**src/rtl/falafel_pkg.sv**
```systemverilog
// -----------------------------------------------------------------------------
// falafel_pkg
//   Shared definitions for the falafel allocator configuration register bank:
//   register map offsets, STATUS bit layout and decoded request/response types.
//   The COMMIT and STATUS indices sit directly after the last config register,
//   so they are expressed as offsets added to NUM_REGS by the users.
// -----------------------------------------------------------------------------
package falafel_pkg;

  // Register-map offsets relative to NUM_REGS.
  localparam int CFG_COMMIT_IDX = 0;
  localparam int CFG_STATUS_IDX = 1;

  // STATUS word layout.
  localparam int STATUS_PENDING_BIT = 0;
  localparam int STATUS_PARITY_BIT  = 1;
  localparam int STATUS_COUNT_LSB   = 8;

  // Which register an access lands on after address decode.
  typedef enum logic [1:0] {
    TGT_CFG    = 2'd0,
    TGT_COMMIT = 2'd1,
    TGT_STATUS = 2'd2,
    TGT_NONE   = 2'd3
  } cfg_target_e;

  // Decoded request (data/strobe stay on their own, width-parametric buses).
  typedef struct packed {
    logic        we;
    cfg_target_e target;
    logic        err;
  } cfg_req_t;

  // Registered response control (read data held separately).
  typedef struct packed {
    logic valid;
    logic err;
  } cfg_rsp_t;

endpackage

```
**src/rtl/falafel_cfg_commit_ctrl.sv**
```systemverilog
// -----------------------------------------------------------------------------
// falafel_cfg_commit_ctrl
//   Commit sequencing for the config bank. A COMMIT request is applied at once
//   when the core is idle, otherwise it is remembered as pending and applied on
//   the first idle cycle. Repeated COMMITs while pending coalesce into a single
//   apply. Every apply bumps a wrapping counter and produces a one-cycle
//   commit pulse in the following cycle.
// Ports
//   clk_i, rst_i   clock, asynchronous active-high reset
//   commit_req_i   accepted, error-free write to COMMIT this cycle
//   busy_i         core mid-operation; defers the apply
//   apply_o        combinational: copy shadow to active on this edge
//   pending_o      a deferred commit is waiting
//   count_o        number of applies performed (wraps)
//   commit_o       one-cycle pulse the cycle after an apply
// -----------------------------------------------------------------------------
module falafel_cfg_commit_ctrl #(
  parameter int CNT_W = 8
) (
  input  logic             clk_i,
  input  logic             rst_i,
  input  logic             commit_req_i,
  input  logic             busy_i,
  output logic             apply_o,
  output logic             pending_o,
  output logic [CNT_W-1:0] count_o,
  output logic             commit_o
);

  logic             pending_q;
  logic [CNT_W-1:0] count_q;
  logic             commit_q;

  // A fresh request and a pending one are treated alike, which is what
  // coalesces multiple deferred COMMITs into one apply.
  always_comb begin
    apply_o = (commit_req_i || pending_q) && !busy_i;
  end

  // NOTE: state registers use non-blocking assignments so every flop samples
  // the pre-edge values of the others, independent of statement order.
  always_ff @(posedge clk_i or posedge rst_i) begin
    if (rst_i) begin
      pending_q <= 1'b0;
      count_q   <= '0;
      commit_q  <= 1'b0;
    end else begin
      if (apply_o) begin
        pending_q <= 1'b0;
      end else if (commit_req_i) begin
        pending_q <= 1'b1;
      end
      if (apply_o) begin
        count_q <= count_q + CNT_W'(1);
      end
      commit_q <= apply_o;
    end
  end

  assign pending_o = pending_q;
  assign count_o   = count_q;
  assign commit_o  = commit_q;

endmodule

```
**src/rtl/falafel_config_regfile.sv**
```systemverilog
// -----------------------------------------------------------------------------
// falafel_config_regfile
//   Parametrised configuration register bank for the falafel allocator.
//   The host writes NUM_REGS shadow registers over a valid/ready request
//   channel with byte strobes; a write to COMMIT copies all shadow registers
//   to the active set atomically (deferred while busy_i). The active set
//   drives cfg_o: entries 0/1/2 are free_list_ptr/lock_ptr/lock_id.
//   Register map (index = byte address / (DATA_W/8)):
//     0..NUM_REGS-1  config (rw, reads return shadow)
//     NUM_REGS       COMMIT (wo, reads 0)
//     NUM_REGS+1     STATUS (ro): [0] pending, [1] parity error,
//                    [8 +: CNT_W] applied-commit count
//   Optional feature macro: FALAFEL_CFG_PARITY_EN adds an even-parity bit per
//   active register, a sticky error in STATUS[1] and the parity_err_o port.
// Ports
//   clk_i, rst_i                 clock, asynchronous active-high reset
//   req_valid_i / req_ready_o    request handshake (one outstanding request)
//   req_we_i, req_addr_i         write enable, byte address
//   req_wdata_i, req_wstrb_i     write data, byte enables
//   rsp_valid_o / rsp_ready_i    response handshake
//   rsp_rdata_o, rsp_err_o       read data (0 for writes/errors), error flag
//   busy_i                       core mid-operation; defers commit
//   cfg_o                        active registers, entry i at [i*DATA_W +: DATA_W]
//   commit_o                     one-cycle pulse, cycle after active updated
//   parity_err_o                 sticky parity error (only with the macro)
// -----------------------------------------------------------------------------
module falafel_config_regfile
  import falafel_pkg::*;
#(
  parameter int DATA_W   = 64,
  parameter int NUM_REGS = 4,
  parameter int CNT_W    = 8
) (
  input  logic                       clk_i,
  input  logic                       rst_i,
  input  logic                       req_valid_i,
  output logic                       req_ready_o,
  input  logic                       req_we_i,
  input  logic [DATA_W-1:0]          req_addr_i,
  input  logic [DATA_W-1:0]          req_wdata_i,
  input  logic [DATA_W/8-1:0]        req_wstrb_i,
  output logic                       rsp_valid_o,
  input  logic                       rsp_ready_i,
  output logic [DATA_W-1:0]          rsp_rdata_o,
  output logic                       rsp_err_o,
  input  logic                       busy_i,
  output logic [NUM_REGS*DATA_W-1:0] cfg_o,
  output logic                       commit_o
`ifdef FALAFEL_CFG_PARITY_EN
  ,
  output logic                       parity_err_o
`endif
);

  localparam int STRB_W = DATA_W / 8;
  localparam int OFS_W  = $clog2(STRB_W);
  localparam int IDX_W  = $clog2(NUM_REGS);
  localparam logic [DATA_W-1:0] ALIGN_MASK = DATA_W'(STRB_W - 1);
  localparam logic [DATA_W-1:0] NUM_IDX    = DATA_W'(NUM_REGS);
  localparam logic [DATA_W-1:0] COMMIT_IDX = DATA_W'(NUM_REGS + CFG_COMMIT_IDX);
  localparam logic [DATA_W-1:0] STATUS_IDX = DATA_W'(NUM_REGS + CFG_STATUS_IDX);

  logic [DATA_W-1:0] shadow_q [NUM_REGS];
  logic [DATA_W-1:0] active_q [NUM_REGS];

  logic [DATA_W-1:0] idx;
  logic [IDX_W-1:0]  cfg_idx;
  cfg_req_t          dec;
  cfg_rsp_t          rsp_q;
  logic [DATA_W-1:0] rsp_rdata_q;
  logic [DATA_W-1:0] rdata_d;
  logic [DATA_W-1:0] status_word;

  logic              accept;
  logic              cfg_wr;
  logic              commit_req;
  logic              apply;
  logic              pending;
  logic [CNT_W-1:0]  count;
  logic              parity_err;

  // ---------------------------------------------------------------------------
  // Handshake and address decode
  // ---------------------------------------------------------------------------
  assign req_ready_o = !rsp_q.valid || rsp_ready_i;
  assign accept      = req_valid_i && req_ready_o;

  // NOTE: every output of a combinational block gets a default first, so no
  // path through the if/case chain can leave a value held (no latch).
  always_comb begin
    idx        = req_addr_i >> OFS_W;
    dec.we     = req_we_i;
    dec.target = TGT_NONE;
    dec.err    = 1'b0;
    if ((req_addr_i & ALIGN_MASK) != '0) begin
      dec.err = 1'b1;
    end else if (idx < NUM_IDX) begin
      dec.target = TGT_CFG;
    end else if (idx == COMMIT_IDX) begin
      dec.target = TGT_COMMIT;
    end else if (idx == STATUS_IDX) begin
      dec.target = TGT_STATUS;
      dec.err    = req_we_i;
    end else begin
      dec.err = 1'b1;
    end
  end

  assign cfg_idx    = idx[IDX_W-1:0];
  assign cfg_wr     = accept && dec.we && !dec.err && (dec.target == TGT_CFG);
  assign commit_req = accept && dec.we && !dec.err && (dec.target == TGT_COMMIT);

  // ---------------------------------------------------------------------------
  // Commit sequencing
  // ---------------------------------------------------------------------------
  falafel_cfg_commit_ctrl #(
    .CNT_W (CNT_W)
  ) u_commit_ctrl (
    .clk_i        (clk_i),
    .rst_i        (rst_i),
    .commit_req_i (commit_req),
    .busy_i       (busy_i),
    .apply_o      (apply),
    .pending_o    (pending),
    .count_o      (count),
    .commit_o     (commit_o)
  );

  // ---------------------------------------------------------------------------
  // Shadow and active register banks
  // ---------------------------------------------------------------------------
  // NOTE: both banks are reset explicitly: they drive the core directly and
  // reads must return 0 after reset, so they cannot be reset-free RAM.
  always_ff @(posedge clk_i or posedge rst_i) begin
    if (rst_i) begin
      for (int i = 0; i < NUM_REGS; i++) begin
        shadow_q[i] <= '0;
        active_q[i] <= '0;
      end
    end else begin
      if (cfg_wr) begin
        for (int b = 0; b < STRB_W; b++) begin
          if (req_wstrb_i[b]) begin
            shadow_q[cfg_idx][b*8 +: 8] <= req_wdata_i[b*8 +: 8];
          end
        end
      end
      // Apply copies the pre-edge shadow, so a write on the same edge lands
      // in shadow only and waits for the next commit.
      if (apply) begin
        for (int i = 0; i < NUM_REGS; i++) begin
          active_q[i] <= shadow_q[i];
        end
      end
    end
  end

  for (genvar g = 0; g < NUM_REGS; g++) begin : g_cfg_out
    assign cfg_o[g*DATA_W +: DATA_W] = active_q[g];
  end

  // ---------------------------------------------------------------------------
  // Optional parity protection of the active bank
  // ---------------------------------------------------------------------------
`ifdef FALAFEL_CFG_PARITY_EN
  logic [NUM_REGS-1:0] parity_q;
  logic                parity_err_q;

  always_ff @(posedge clk_i or posedge rst_i) begin
    if (rst_i) begin
      parity_q     <= '0;
      parity_err_q <= 1'b0;
    end else begin
      for (int i = 0; i < NUM_REGS; i++) begin
        if (apply) begin
          parity_q[i] <= ^shadow_q[i];
        end
        if ((^active_q[i]) != parity_q[i]) begin
          parity_err_q <= 1'b1;
        end
      end
    end
  end

  assign parity_err   = parity_err_q;
  assign parity_err_o = parity_err_q;
`else
  assign parity_err = 1'b0;
`endif

  // ---------------------------------------------------------------------------
  // Read mux and registered response
  // ---------------------------------------------------------------------------
  always_comb begin
    status_word                                  = '0;
    status_word[STATUS_PENDING_BIT]              = pending;
    status_word[STATUS_PARITY_BIT]               = parity_err;
    status_word[STATUS_COUNT_LSB +: CNT_W]       = count;
  end

  always_comb begin
    rdata_d = '0;
    if (!dec.we && !dec.err) begin
      case (dec.target)
        TGT_CFG:    rdata_d = shadow_q[cfg_idx];
        TGT_STATUS: rdata_d = status_word;
        default:    rdata_d = '0;
      endcase
    end
  end

  always_ff @(posedge clk_i or posedge rst_i) begin
    if (rst_i) begin
      rsp_q       <= '0;
      rsp_rdata_q <= '0;
    end else if (accept) begin
      rsp_q.valid <= 1'b1;
      rsp_q.err   <= dec.err;
      rsp_rdata_q <= rdata_d;
    end else if (rsp_ready_i) begin
      rsp_q.valid <= 1'b0;
    end
  end

  assign rsp_valid_o = rsp_q.valid;
  assign rsp_err_o   = rsp_q.err;
  assign rsp_rdata_o = rsp_rdata_q;

endmodule

```
**config.mk**
```make
export PLATFORM = sky130hd
export DESIGN_NAME = falafel_config_regfile
export DESIGN_NICKNAME = d
export VERILOG_FILES = /design/src/rtl/falafel_pkg.sv /design/src/rtl/falafel_cfg_commit_ctrl.sv /design/src/rtl/falafel_config_regfile.sv
export SDC_FILE = /design/constraint.sdc
export NUM_CORES = 1
export LEC_CHECK = 0
export ABC_AREA = 1
export BUFFER_PORTS_ARGS = -buffer_cell sky130_fd_sc_hd__buf_2
export CORE_MARGIN = 5
export CORE_UTILIZATION = 40
export DETAILED_ROUTE_END_ITERATION = 16
export SYNTH_ARGS = -nofsm -noshare
export SYNTH_HDL_FRONTEND = slang
export SYNTH_SLANG_ARGS = --single-unit
```
**constraint.sdc**
```tcl
create_clock -name clk_i -period 20.9 [get_ports clk_i]
set_clock_uncertainty 0.2 [all_clocks]
set_input_delay 4.18 -clock clk_i [delete_from_list [all_inputs] [get_ports clk_i]]
set_output_delay 4.18 -clock clk_i [all_outputs]
set_load 0.05 [all_outputs]
```
[Yosys cells after proc, flatten, opt, wreduce, memory -nomap -nowiden]
Cells that the tools add are included.
Word-level totals
  output and inout bits: 324
  latch bits: 0
  memories: 0
  memory bits (writable): 0
  bits in read-only memories: 0
  register bits after elaboration: 588
Cells by class
  shifts and indexed selects: 0
  div/mod/pow operators: 0
  equality and inequality tests: 4
  $add $sub $neg: 1
  bitwise gates (word level): 1
  reductions and logical operators: 18
  mux-type cells: 56
  $mul: 0
  order comparisons: 3
Operator list (number)
  256-bit 2-to-1 mux: 15
  256-bit bitwise mux: 8
  64-bit demux with 2-bit select: 8
  64-bit 2-to-1 mux: 4
  64-bit binary-select mux with 2-bit select: 1
  64-bit case mux with 2 select lines: 1
  61-bit by 3-bit == test with 1-bit output (second input constant): 2
  64-bit nonzero test: 1
  61-bit by 3-bit < comparator with 1-bit output (second input constant): 1
  56-bit 2-to-1 mux: 1
  48-bit 2-to-1 mux: 1
  40-bit 2-to-1 mux: 1
  32-bit 2-to-1 mux: 1
  24-bit 2-to-1 mux: 1
  16-bit 2-to-1 mux: 1
  1-bit 2-to-1 mux: 9
  8-bit by 1-bit adder with 8-bit output (second input constant): 1
  1-bit logical AND: 8
  8-bit 2-to-1 mux: 1
  2-bit 2-to-1 mux: 3
  1-bit logical NOT: 4
  2-bit nonzero test: 2
  3-bit greater-or-equal comparator (second input constant): 1
  3-bit by 1-bit < comparator with 1-bit output (second input constant): 1
  other kinds (5): 6

[Longest topological paths before layout]
  depth in word-level cells: 29
  gate-level depth with buffers: 16

[By module]
Synthesis repeated with hierarchy kept, for this count alone.
Unflattened totals
  cell total of the unflattened synthesis: 2548
  area, all modules: 24772.5 sq um
By module, submodules not included
  falafel_config_regfile: area each 24260.8 sq um, times used 1, cells each 2492
  falafel_cfg_commit_ctrl: area each 511.7 sq um, times used 1, cells each 56

[Least setup slack after synthesis]
OpenSTA, ideal clock, no wires.
  path kind: in2out
  start: in rsp_ready_i
  end: out req_ready_o
  arrival: 4.561 ns
  path slack: 11.959 ns
  cell stages on the path: 2
  required time: 16.520 ns
  cells stage by stage: inv_1 nand2_1
On the way
  word-level cells in the longest chain between the ends: 1
Ends and longest elaborated chain
  start, declared: RTL line falafel_config_regfile.sv:43  | input logic rsp_ready_i,
  1-bit logical OR: RTL line falafel_config_regfile.sv:85  | assign req_ready_o = !rsp_q.valid || rsp_ready_i;
  end, declared: RTL line falafel_config_regfile.sv:37  | output logic req_ready_o,
Every way passes these cells.

[Worst setup path after layout]
  start: in req_addr_i[3]
  end: reg active_q, in the netlist cfg_o[157]
On the way
  word-level cells in the longest chain between the ends: 10
Ends and longest elaborated chain
  start, declared: RTL line falafel_config_regfile.sv:39  | input logic [DATA_W-1:0] req_addr_i,
  branches (longest 7 deep; another with 61-bit by 3-bit < comparator with 1-bit output)
  1-bit logical AND (*): RTL line falafel_config_regfile.sv:111  | assign commit_req = accept && dec.we && !dec.err && (dec.target == TGT_COMMIT);
  1-bit logical OR (*): RTL line falafel_cfg_commit_ctrl.sv:37  | apply_o = (commit_req_i || pending_q) && !busy_i;
  1-bit logical AND (*): RTL line falafel_cfg_commit_ctrl.sv:37
  end signal, assigned by index: RTL line falafel_config_regfile.sv:152  | active_q[i] <= shadow_q[i];
  end, declared: RTL line falafel_config_regfile.sv:64  | logic [DATA_W-1:0] active_q [NUM_REGS];
Every way passes the cells marked *.
A chain may end at the register's enable or synchronous reset.

==> results_tabular.tex <==
\begin{tabular}{lr}
\hline
Metric & Value \\
\hline
\multicolumn{2}{l}{\textbf{Yosys}} \\
\quad EDFF count, synth & 0 \\
\quad Number of nets in the synthesized netlist & 3166 \\
\quad Syn avg cell area & between 8 and 9 µm² \\
\quad Number of flip-flops and latches in the synthesized netlist & 588 \\
\quad Combined area of all synthesized cells & $\sim$26000 µm² \\
\quad Synth Flop Type & sky130\_fd\_sc\_hd\_\_dfrtp\_1 \\
\quad Sequential fraction of the synthesis area & 0.564 \\
\quad Count of distinct cell types in the synthesized netlist & 33 \\
\quad Count of mapped cells out of synthesis & 3023 \\
\quad Number of warnings reported in the yosys synthesis log & 0 \\
\quad Fraction of synthesis flops using an asynchronous set or reset pin & 1.00 \\
\multicolumn{2}{l}{\textbf{Worst setup path}} \\
\quad Worst reg-to-reg path cell count & 11 \\
\quad Cell depth of the worst setup path & 16 \\
\quad Critical-path cell list & buf\_2, inv\_2, nor2\_4, nand2\_1, nor2\_1, nand2\_1, nor2\_1, nand2\_1, nand2\_2, o21bai\_4, buf\_12, nand2\_4, buf\_4, buf\_4, nand2\_1, nand2\_1 \\
\quad Critical path's largest stage delay & just over 900 ps \\
\quad Critical R2R Capture & cfg\_o[157] \\
\quad Type of element launching the critical path & input pin \\
\quad Signal arrival time at the worst endpoint & approximately 9600 ps \\
\quad Critical Path End Type & register \\
\quad Worst Path Required & roughly 21000 ps \\
\quad Maximum fanout along the worst path & 189 \\
\quad CP Class & input pin to register \\
\quad Critical register-to-register path startpoint & rsp\_valid\_o \\
\quad CP delay by family, top & simple AND/OR/NAND/NOR gates \\
\quad Setup slack on the worst flop-to-flop path & 15820 ps \\
\quad Library cell appearing most often on the critical path & sky130\_fd\_sc\_hd\_\_nand2\_1 \\
\quad Slowest cell on the critical path & sky130\_fd\_sc\_hd\_\_buf\_4 \\
\quad CP Buf/Inv Count & 5 \\
\multicolumn{2}{l}{\textbf{Floorplan}} \\
\quad Overall die area & slightly above 70000 µm² \\
\quad \# IOs & between 400 and 500 \\
\quad Die Span Y & about 270 µm \\
\quad Horizontal die dimension & between 200 and 300 µm \\
\quad Placement Rows & 93 \\
\quad Initial Utilization & 0.404 \\
\quad Core box area & between 60000 and 70000 µm² \\
\multicolumn{2}{l}{\textbf{Drt}} \\
\quad Vias after detailed routing & roughly 23000 \\
\quad Number of nets with antenna violations after routing & 0 \\
\quad Total Routed Length & $\sim$86 mm \\
\quad Via density & $\sim$5.4 \\
\quad Average wire length per cell after detail routing & about 20 µm \\
\quad Drt first pass iters & 7 \\
\quad Number of DRC markers after the initial detailed-route iteration & roughly 1800 \\
\quad Final routed DRC violation total & 0 \\
\quad M1 WL & roughly 39 mm \\
\quad DR WL met2 & between 30 and 40 mm \\
\quad Sum of met3 wire segment lengths after detailed routing & slightly below 6 mm \\
\quad Highest metal used & met5 \\
\multicolumn{2}{l}{\textbf{Worst hold path}} \\
\quad Endpoint, Worst Hold & cfg\_o[174] \\
\quad Class of the tightest hold or removal check & register to register \\
\quad HP Start & cfg\_o[174] \\
\quad Number of stages on the worst hold path & 2 \\
\multicolumn{2}{l}{\textbf{STA}} \\
\quad Worst Slack Setup Final & between 10000 and 15000 ps \\
\quad Total count of hold-check failures in the final report & 0 \\
\quad Worst-margin pin slew & between 1000 and 1500 ps \\
\quad Final period demand of the worst path & between 9000 and 10000 ps \\
\quad Number of max-slew violations in the final report & 0 \\
\quad Max transition margin & 0.182 \\
\quad Achievable Freq & roughly 110 MHz \\
\quad WHS & approximately 260 ps \\
\quad Setup repair after global routing missed its margin & false \\
\quad Final total negative setup slack & 0 ps \\
\quad Post-route fraction of the period consumed by the critical path & 0.442 \\
\quad Final setup violation count & 0 \\
\multicolumn{2}{l}{\textbf{Final layout}} \\
\quad Nets & 3491 \\
\quad Utilization of the core after routing & 0.480 \\
\quad Most frequent cells in the layout & 1224 x sky130\_fd\_sc\_hd\_\_nand2\_1, 588 x sky130\_fd\_sc\_hd\_\_dfrtp\_1, 465 x sky130\_fd\_sc\_hd\_\_buf\_2 \\
\quad Proportion of layout cells with a drive suffix above 1 & 0.190 \\
\quad Most common cell after layout, fill and taps aside & sky130\_fd\_sc\_hd\_\_nand2\_1 \\
\quad Area Growth Syn to Fin & 18.8\% \\
\multicolumn{2}{l}{\textbf{Global routing}} \\
\quad Maximum number of pins on one net before global-route repair & roughly 190 \\
\quad Wire length of the first global-routing pass & roughly 130 mm \\
\quad Vias in the first global route & 22400 \\
\quad Global-route usage over all layers & 0.237 \\
\quad GRT overflow & 0 \\
\quad Antenna violations before repair & 4 \\
\multicolumn{2}{l}{\textbf{Power}} \\
\quad Sequential cell fraction of total power & 0.464 \\
\quad Cell leakage power & 0.0173 µW \\
\quad Portion of total power attributed to the clock network & 0.493 \\
\quad PD cells & slightly below 80 nW/µm² \\
\quad Internal power summed over all cells & $\sim$1900 µW \\
\quad Switching power of the nets & 575 µW \\
\quad Combinational share of power & 0.043 \\
\quad Pwr Total & roughly 2500 µW \\
\quad Peak supply drop & between 0.00006 and 0.00007 V \\
\quad Switching Share & 0.234 \\
\multicolumn{2}{l}{\textbf{Clock tree}} \\
\quad Clock latency on the worst-skew pair & around 600 ps \\
\quad Post CTS Setup Buffer Count & 0 \\
\quad Num Clock Sinks & around 590 \\
\quad Hold buffers post-CTS & 0 \\
\quad Resize count post-CTS & 0 \\
\quad Number of levels the H-tree was split into & 3 \\
\quad Clock tree root buffer cell & sky130\_fd\_sc\_hd\_\_clkbuf\_16 \\
\quad Max Buffers Root-to-Sink & 3 \\
\quad Number of buffers created by CTS & 66 \\
\quad Register clock-pin slew on the reported worst setup and hold paths & around 60 ps \\
\quad TritonCTS clock tree & yes \\
\multicolumn{2}{l}{\textbf{Placement}} \\
\quad IO buf count & 465 \\
\quad Worst setup slack after placement & roughly 11000 ps \\
\quad Post-detail-place hpwl & 54.3 mm \\
\quad Weighted congestion reported at the end of routability-driven placement & $\sim$0.83 \\
\multicolumn{2}{l}{\textbf{Run status}} \\
\quad Result of the run & finished, final reports clean \\
\multicolumn{2}{l}{\textbf{Job}} \\
\quad Number of max-cap violations & 0 \\
\hline
\end{tabular}
[layout make-up]
cell class	instances	area, µm²
Fill cell	6241	33600
Sequential cell	588	14700
Multi-Input combinational cell	2158	10200
Timing Repair Buffer	493	2560
Clock buffer	99	2030
Tap cell	855	1070
Clock inverter	21	255
Inverter	41	174
Antenna cell	2	5.00
[how the worst max path moves through the flow]
stage	startpoint	to	slack [ps]
floorplan	rst_i	cfg_o[0]	70
global placement	req_addr_i[52]	cfg_o[211]	11640
detailed placement	req_addr_i[4]	cfg_o[21]	11500
CTS	rsp_ready_i	req_ready_o	11810
global route	req_addr_i[3]	cfg_o[24]	11620
finish	req_addr_i[3]	cfg_o[157]	11660
[worst reg2reg max path, cell delays in order (launching register included)]
cell and delay [ps]:
sky130_fd_sc_hd__dfrtp_1 340, sky130_fd_sc_hd__nand2_1 120, sky130_fd_sc_hd__nand2_4 120, sky130_fd_sc_hd__nor2_1 120, sky130_fd_sc_hd__nand3_1 160, sky130_fd_sc_hd__o21bai_4 80
sky130_fd_sc_hd__buf_12 230, sky130_fd_sc_hd__nand2_4 1300, sky130_fd_sc_hd__buf_4 880, sky130_fd_sc_hd__buf_4 1150, sky130_fd_sc_hd__nand2_1 230, sky130_fd_sc_hd__nand2_1 90
[Yosys cell counts, types with 3 or more instances]
cell / n / area, µm²
sky130_fd_sc_hd__a21oi_1: 47 / 235
sky130_fd_sc_hd__a221oi_1: 8 / 70.1
sky130_fd_sc_hd__a22oi_1: 108 / 811
sky130_fd_sc_hd__buf_1: 14 / 52.6
sky130_fd_sc_hd__buf_2: 84 / 420
sky130_fd_sc_hd__buf_4: 15 / 113
sky130_fd_sc_hd__buf_6: 4 / 45.0
sky130_fd_sc_hd__clkbuf_1: 119 / 447
sky130_fd_sc_hd__dfrtp_1: 588 / 14700
sky130_fd_sc_hd__inv_1: 39 / 146
sky130_fd_sc_hd__nand2_1: 1226 / 4600
sky130_fd_sc_hd__nand3_1: 334 / 1670
sky130_fd_sc_hd__nand3_2: 6 / 60.1
sky130_fd_sc_hd__nand3_4: 21 / 368
sky130_fd_sc_hd__nand4_1: 253 / 1580
sky130_fd_sc_hd__nor2_1: 82 / 308
sky130_fd_sc_hd__nor3_1: 18 / 90.1
sky130_fd_sc_hd__o21ai_0: 31 / 155
sky130_fd_sc_hd__o22ai_1: 8 / 50.1
sky130_fd_sc_hd__xnor2_1: 3 / 26.3
sky130_fd_sc_hd__xor2_1: 3 / 26.3
[flip-flops by register name (all words and copies together) (netlist names)]
| name | flops |
|---|---|
| cfg_o | 256 |
| rsp_err_o | 1 |
| rsp_rdata_o | 64 |
| rsp_valid_o | 1 |
| shadow_q | 256 |
| u_commit_ctrl.commit_o | 1 |
| u_commit_ctrl.count_o | 8 |
| u_commit_ctrl.pending_o | 1 |
[power by group through the flow]
stage          registers, µW  logic, µW  clock network, µW
2_1_floorplan           1160       59.3                  0
3_3_place_gp            1160        107                  0
3_5_place_dp            1160        107                  0
4_1_cts                 1140        108               1240
5_1_grt                 1140        118               1280
6_report                1140        107               1210
[metrics by stage]
| stage | instance area, µm² | std cells |
|---|---|---|
| after detailed placement | 28700 | 4135 |
| after global routing | 31000 | 4256 |
| final | 31000 | 4257 |
| after global placement | 28700 | 4135 |
| after CTS | 31000 | 4255 |
| after floorplan | 26100 | 3023 |
[cell families (layout without fill, tap and decap cells)]
logic type | after synthesis | after routing | share of synthesized area
AND/OR/NAND/NOR | 1945 | 1945 | 0.335
flip-flops | 588 | 588 | 0.564
buffers and inverters | 277 | 654 | 0.0472
AO/OA/AOI/OAI | 206 | 206 | 0.0517
XOR/XNOR | 6 | 6 | 0.00201
adder cells (fa/ha/maj) | 1 | 1 | 0.000479
other | 0 | 2 | 0
[layer usage]
layer  vias to the layer above  track usage
met2                       745        0.364
met5                         -            0
met4                         2       0.0628
li1                      10900            -
met1                     11300        0.347
met3                       100       0.0459
Power figures use the tool's default switching activity.
